--- src/rtl/fetch_stage.sv ---
`default_nettype none
// fetch_stage: PC, single-outstanding imem request, IF/ID register and a
// one-entry buffer for a response that lands while ID is stalled. Rev 1.0
module fetch_stage #(
  parameter logic [31:0] RESET_PC  = 32'h0000_0000,
  parameter logic [31:0] NOP_INSTR = 32'h0000_0013
) (
  input  logic        clk_i,
  input  logic        rst_i,
  input  logic        start_i,
  input  logic        PCWrite_i,
  input  logic        Stall_i,
  input  logic        Flush_i,
  input  logic [31:0] BranchTarget_i,
  output logic        IMemReq_o,
  output logic [31:0] IMemAddr_o,
  input  logic        IMemValid_i,
  input  logic [31:0] IMemData_i,
  output logic [31:0] IDPC_o,
  output logic [31:0] IDInstr_o,
  output logic        IDValid_o,
  output logic        FetchBusy_o
);

  typedef enum logic [1:0] {
    IDLE  = 2'd0,
    FETCH = 2'd1,
    HOLD  = 2'd2
  } state_t;

  state_t      state, state_nxt;
  logic [31:0] pc, pc_nxt;
  logic [31:0] req_addr, req_addr_nxt;
  logic        req, req_nxt;
  logic        drop, drop_nxt;
  logic [31:0] id_pc, id_pc_nxt;
  logic [31:0] id_instr, id_instr_nxt;
  logic        id_valid, id_valid_nxt;
  logic [31:0] buf_pc, buf_pc_nxt;
  logic [31:0] buf_instr, buf_instr_nxt;
  logic        advance;

  assign advance = PCWrite_i & ~Stall_i;

  always_ff @(posedge clk_i or negedge rst_i) begin
    if (!rst_i) begin
      state     <= IDLE;
      pc        <= RESET_PC;
      req_addr  <= RESET_PC;
      req       <= 1'b0;
      drop      <= 1'b0;
      id_pc     <= 32'h0;
      id_instr  <= NOP_INSTR;
      id_valid  <= 1'b0;
      buf_pc    <= 32'h0;
      buf_instr <= NOP_INSTR;
    end else begin
      state     <= state_nxt;
      pc        <= pc_nxt;
      req_addr  <= req_addr_nxt;
      req       <= req_nxt;
      drop      <= drop_nxt;
      id_pc     <= id_pc_nxt;
      id_instr  <= id_instr_nxt;
      id_valid  <= id_valid_nxt;
      buf_pc    <= buf_pc_nxt;
      buf_instr <= buf_instr_nxt;
    end
  end

  always_comb begin
    state_nxt     = state;
    pc_nxt        = pc;
    req_addr_nxt  = req_addr;
    req_nxt       = req;
    drop_nxt      = drop;
    id_pc_nxt     = id_pc;
    id_instr_nxt  = id_instr;
    id_valid_nxt  = id_valid;
    buf_pc_nxt    = buf_pc;
    buf_instr_nxt = buf_instr;

    case (state)
      IDLE: begin
        if (start_i) begin
          state_nxt    = FETCH;
          req_nxt      = 1'b1;
          req_addr_nxt = pc;
        end
      end

      FETCH: begin
        if (Flush_i) begin
          id_instr_nxt = NOP_INSTR;
          id_valid_nxt = 1'b0;
          pc_nxt       = BranchTarget_i;
          if (IMemValid_i) begin
            drop_nxt     = 1'b0;
            req_nxt      = 1'b1;
            req_addr_nxt = BranchTarget_i;
          end else begin
            // Request must stay stable until memory answers; kill it on return.
            drop_nxt = 1'b1;
          end
        end else if (IMemValid_i) begin
          if (drop) begin
            drop_nxt     = 1'b0;
            req_nxt      = 1'b1;
            req_addr_nxt = pc;
            if (advance) begin
              id_instr_nxt = NOP_INSTR;
              id_valid_nxt = 1'b0;
            end
          end else if (advance) begin
            id_pc_nxt    = req_addr;
            id_instr_nxt = IMemData_i;
            id_valid_nxt = 1'b1;
            pc_nxt       = pc + 32'd4;
            req_addr_nxt = pc + 32'd4;
            req_nxt      = 1'b1;
          end else begin
            buf_pc_nxt    = req_addr;
            buf_instr_nxt = IMemData_i;
            req_nxt       = 1'b0;
            state_nxt     = HOLD;
          end
        end else if (advance) begin
          id_instr_nxt = NOP_INSTR;
          id_valid_nxt = 1'b0;
        end
      end

      HOLD: begin
        if (Flush_i) begin
          id_instr_nxt  = NOP_INSTR;
          id_valid_nxt  = 1'b0;
          buf_instr_nxt = NOP_INSTR;
          pc_nxt        = BranchTarget_i;
          req_nxt       = 1'b1;
          req_addr_nxt  = BranchTarget_i;
          state_nxt     = FETCH;
        end else if (advance) begin
          id_pc_nxt     = buf_pc;
          id_instr_nxt  = buf_instr;
          id_valid_nxt  = 1'b1;
          buf_instr_nxt = NOP_INSTR;
          pc_nxt        = pc + 32'd4;
          req_addr_nxt  = pc + 32'd4;
          req_nxt       = 1'b1;
          state_nxt     = FETCH;
        end
      end

      default: state_nxt = IDLE;
    endcase
  end

  assign IMemReq_o   = req;
  assign IMemAddr_o  = req_addr;
  assign IDPC_o      = id_pc;
  assign IDInstr_o   = id_instr;
  assign IDValid_o   = id_valid;
  assign FetchBusy_o = (state == FETCH) | (state == HOLD);

endmodule
`default_nettype wire

--- config.mk ---
export PLATFORM = sky130hd
export DESIGN_NAME = fetch_stage
export DESIGN_NICKNAME = d
export VERILOG_FILES = /design/src/rtl/fetch_stage.sv
export SDC_FILE = /design/constraint.sdc
export NUM_CORES = 1
export LEC_CHECK = 0
export CORE_MARGIN = 5
export CORE_UTILIZATION = 41
export DETAILED_ROUTE_END_ITERATION = 7
export DONT_BUFFER_PORTS = 1
export HOLD_SLACK_MARGIN = 0.1
export PLACE_DENSITY_LB_ADDON = 0.12
export SLEW_MARGIN = 10
export SYNTH_ARGS = -nofsm -noshare
export SYNTH_HDL_FRONTEND = slang
export SYNTH_SLANG_ARGS = --single-unit
export TNS_END_PERCENT = 100
--- constraint.sdc ---
create_clock -name clk_i -period 5.1 [get_ports clk_i]
set_input_delay 0.51 -clock clk_i [delete_from_list [all_inputs] [get_ports clk_i]]
set_output_delay 0.51 -clock clk_i [all_outputs]
set_load 0.02 [all_outputs]
==> results.tsv <==
metric	value	unit
run status	finished, final reports clean	
synthesis-stage register bit count	197	
Cell Area, Synth	10700	sq um
via count of the first global-routing pass	8278	
horizontal extent of the die	172	um
post-detailed-routing wire length	32.2	mm
CTS clock-pin slew for the worst setup and hold paths	0.08	ns
Final GP Congestion	0.821	
post-synthesis sequential area ratio	45.9	%
global routing usage summed across all routing layers	21.6	%
kind of path behind the tightest hold check	in -> async	
Die ar.	29600	sq um
share of the synthesized area in the top cell type	44.5	%
top flip-flop cell by instance count after synthesis	sky130_fd_sc_hd__dfrtp_1	
initial core utilization	41.5	%
number of buffers created by CTS	17	
largest fanout of any net on the critical path	28	
global-route wire length before repair	50.1	mm
number of antenna diodes	0	
skew final	0.0160	ns
count of final setup violators	0	
Post-layout nets	1199	
final antenna-violating net count	0	
count of input and output buffers	0	
final setup slack of the worst path	2.17	ns
total number of H-tree levels	4	
area delta synth->final	7.28	%
combinational family with the most area after synthesis	compound AO/OA/AOI/OAI gates	
Iter 0 DRT Violations	940	
WL per Instance	21.9	um
Post-Synthesis Mean Instance Area	8.96	sq um
number of synthesized flops with an enable pin	0	
I/O pins	170	
Die H	172	um
ratio of cells with drive above 1 in the final layout	10.2	%
Max-Cap Viols	0	
portion of netlist area occupied by mux cells	7.79	%
startpoint type of the worst setup path	flop	
number of antenna violations at the first check in global routing	1	
post-cts resize count	0	
final core occ	44.5	%
TritonCTS clock tree	yes	
number of distinct standard cells referenced by the synthesized netlist	69	
detailed-router iteration count before antenna repair	5	
clock sink count	197	
via count	8699	
critical path required time	5.39	ns
area share of xor/xnor cells in the synthesized design	0.477	%
reg2reg start	state[1]$_DFFE_PN0P_	
max-slew violation count	0	
number of hold-slack violations in the final timing report	0	
Critical Path End Type	flop	
maximum count of clock buffers along a single path	2	
CP Class	reg -> reg	
CTS Root Buffer Type	sky130_fd_sc_hd__clkbuf_16	
sum of negative setup slack	0	ns
cell count after placement	1438	
startpoint of the worst setup timing path	state[1]$_DFFE_PN0P_	
static leakage	4.77	nW
worst slack at placement	2.20	ns
insertion delay of the later-clocked pin in the worst-skew pair	0.44	ns
total nets after synthesis	1275	
worst endpoint data arrival time	3.22	ns
FFs w/ async S/R, synth	100	%
remaining design rule violation count	0	
Synth Area in Simple Gates	16.3	%
number of vias per cell after detailed routing	5.91	
count of synthesis-stage warnings from yosys	0	
Pwr Density	702	nW/um^2
CORE AREA	25900	sq um
relative slew slack	22.4	%
number of buffers added for setup after CTS	0	
reg-to-reg setup timing slack	2.17	ns
post-synthesis share of cell area spent on full adders, half adders and majority gates	0.582	%
cell type with the largest total area after synthesis	sky130_fd_sc_hd__dfrtp_1	
number of instances in the synthesized netlist	1199	
maximum vdd drop	0.000367	V
final critical delay including setup and external delays	2.93	ns
setup repair after global routing missed its margin	no	
Compound-Gate Fraction of Synth Area	24.4	%
site row count	59	
Synth area leaders	sky130_fd_sc_hd__dfrtp_1 (44%), sky130_fd_sc_hd__o21ai_0 (7.5%), sky130_fd_sc_hd__nand2_1 (6.7%)	
Worst Max-Slew Pin Slew	1.16	ns
achievable frequency	341	MHz
final instance count without filler cells	1471	
dpl hpwl	20.8	mm
pin count of the biggest net entering global routing	198	
GRT Residual Overflow	0	
final worst path period share	57.5	%
## power breakdown
part           leakage, nW  switching, mW  internal (mW)
Sequential            2.49           1.15           2.25
Combinational         1.98           2.04           1.24
Clock                0.301          0.704          0.709
## sequential cells by signal, summed over array words and instances, names as in the netlist, 2 cells and up
signal and count:
IDInstr_o 32, IDPC_o 32, IMemAddr_o 32, buf_instr 32, buf_pc 32, pc 32
state 2
## layer usage
metal / GRT usage, % / vias up / wire length (um)
li1: - / 4192 / -
met1: 32.0 / 4186 / 15000
met2: 31.7 / 289 / 14400
met3: 5.60 / 32 / 2550
met4: 5.19 / 0 / 390
met5: 0 / - / 0
## through the flow
| stage | area (sq um) | hold slack, ns | total power [mW] |
|---|---|---|---|
| after floorplan | 10700 | 0.214 | 5.70 |
| final | 11500 | 0.0646 | 8.09 |
| after CTS | 11500 | -0.258 | 8.10 |
| after global placement | 10900 | 0.221 | 6.60 |
| after detailed placement | 10900 | 0.221 | 6.67 |
| after global routing | 11500 | 0.149 | 8.71 |
## cells by family after synthesis
logic type | Yosys count
multiplexers | 79
flip-flops | 197
adder cells (fa/ha/maj) | 5
AO/OA/AOI/OAI | 422
buffers and inverters | 124
XOR/XNOR | 5
AND/OR/NAND/NOR | 367
## layout by cell type (no fill, tap or decap), types with 13 or more instances in the layout
master,netlist,final
sky130_fd_sc_hd__dfrtp_1,191,191
sky130_fd_sc_hd__nand2_1,191,191
sky130_fd_sc_hd__o21ai_0,161,161
sky130_fd_sc_hd__a21oi_1,81,81
sky130_fd_sc_hd__nor2_1,53,53
sky130_fd_sc_hd__mux2i_1,42,42
sky130_fd_sc_hd__mux2_2,35,35
sky130_fd_sc_hd__a21boi_0,29,29
sky130_fd_sc_hd__nand3_1,24,23
sky130_fd_sc_hd__a31oi_1,23,23
sky130_fd_sc_hd__nor3_1,19,18
sky130_fd_sc_hd__clkbuf_16,0,17
sky130_fd_sc_hd__o211ai_1,15,15
sky130_fd_sc_hd__buf_4,2,15
sky130_fd_sc_hd__a22oi_1,14,14
sky130_fd_sc_hd__o22a_1,14,14
sky130_fd_sc_hd__inv_1,13,13
sky130_fd_sc_hd__nand2b_1,13,13
## path summary, 6_finish.rpt
kind | end | depth (start not counted)
setup / recovery | IDInstr_o[23]$_DFFE_PN0P_ | 6
hold / removal | IDInstr_o[21]$_DFFE_PN0P_ | 1
setup reg to reg | IDInstr_o[23]$_DFFE_PN0P_ | 6
hold reg to reg | buf_instr[22]$_DFFE_PN0P_ | 2
max in group asynchronous | IMemAddr_o[22]$_DFFE_PN0P_ | 1
min in group clk_i | drop$_DFFE_PN0P_ | 1
## cell usage after synthesis, types with 9 or more instances
master	n
sky130_fd_sc_hd__a21boi_0	29
sky130_fd_sc_hd__nand4_1	9
sky130_fd_sc_hd__o22a_1	14
sky130_fd_sc_hd__buf_1	20
sky130_fd_sc_hd__clkbuf_1	80
sky130_fd_sc_hd__nor2b_1	10
sky130_fd_sc_hd__a22oi_1	14
sky130_fd_sc_hd__inv_1	13
sky130_fd_sc_hd__nand2b_1	13
sky130_fd_sc_hd__o211ai_1	15
sky130_fd_sc_hd__mux2i_1	42
sky130_fd_sc_hd__nand2_1	191
sky130_fd_sc_hd__mux2_2	35
sky130_fd_sc_hd__nand3_1	24
sky130_fd_sc_hd__dfrtp_1	191
sky130_fd_sc_hd__o22ai_1	10
sky130_fd_sc_hd__nor3_1	19
sky130_fd_sc_hd__a21oi_1	81
sky130_fd_sc_hd__nor2_1	53
sky130_fd_sc_hd__o21ai_0	161
sky130_fd_sc_hd__a31oi_1	23
sky130_fd_sc_hd__and3_1	9
## worst max-delay path, cell delays in order (launching register included)
cell and delay (ns):
sky130_fd_sc_hd__dfrtp_1 0.43, sky130_fd_sc_hd__inv_1 0.11, sky130_fd_sc_hd__ha_1 0.47, sky130_fd_sc_hd__or2_2 0.61, sky130_fd_sc_hd__nand2_1 0.78, sky130_fd_sc_hd__nand2_1 0.27, sky130_fd_sc_hd__o21ai_0 0.10
## layout make-up
class,instances,area [sq um]
Fill cell,2502,14400
Multi-Input combinational cell,878,5380
Sequential cell,197,4940
Clock buffer,17,425
Tap cell,335,419
Clock inverter,15,183
Timing Repair Buffer,16,140
Inverter,13,48.8
(Power assumes the default switching activity.)
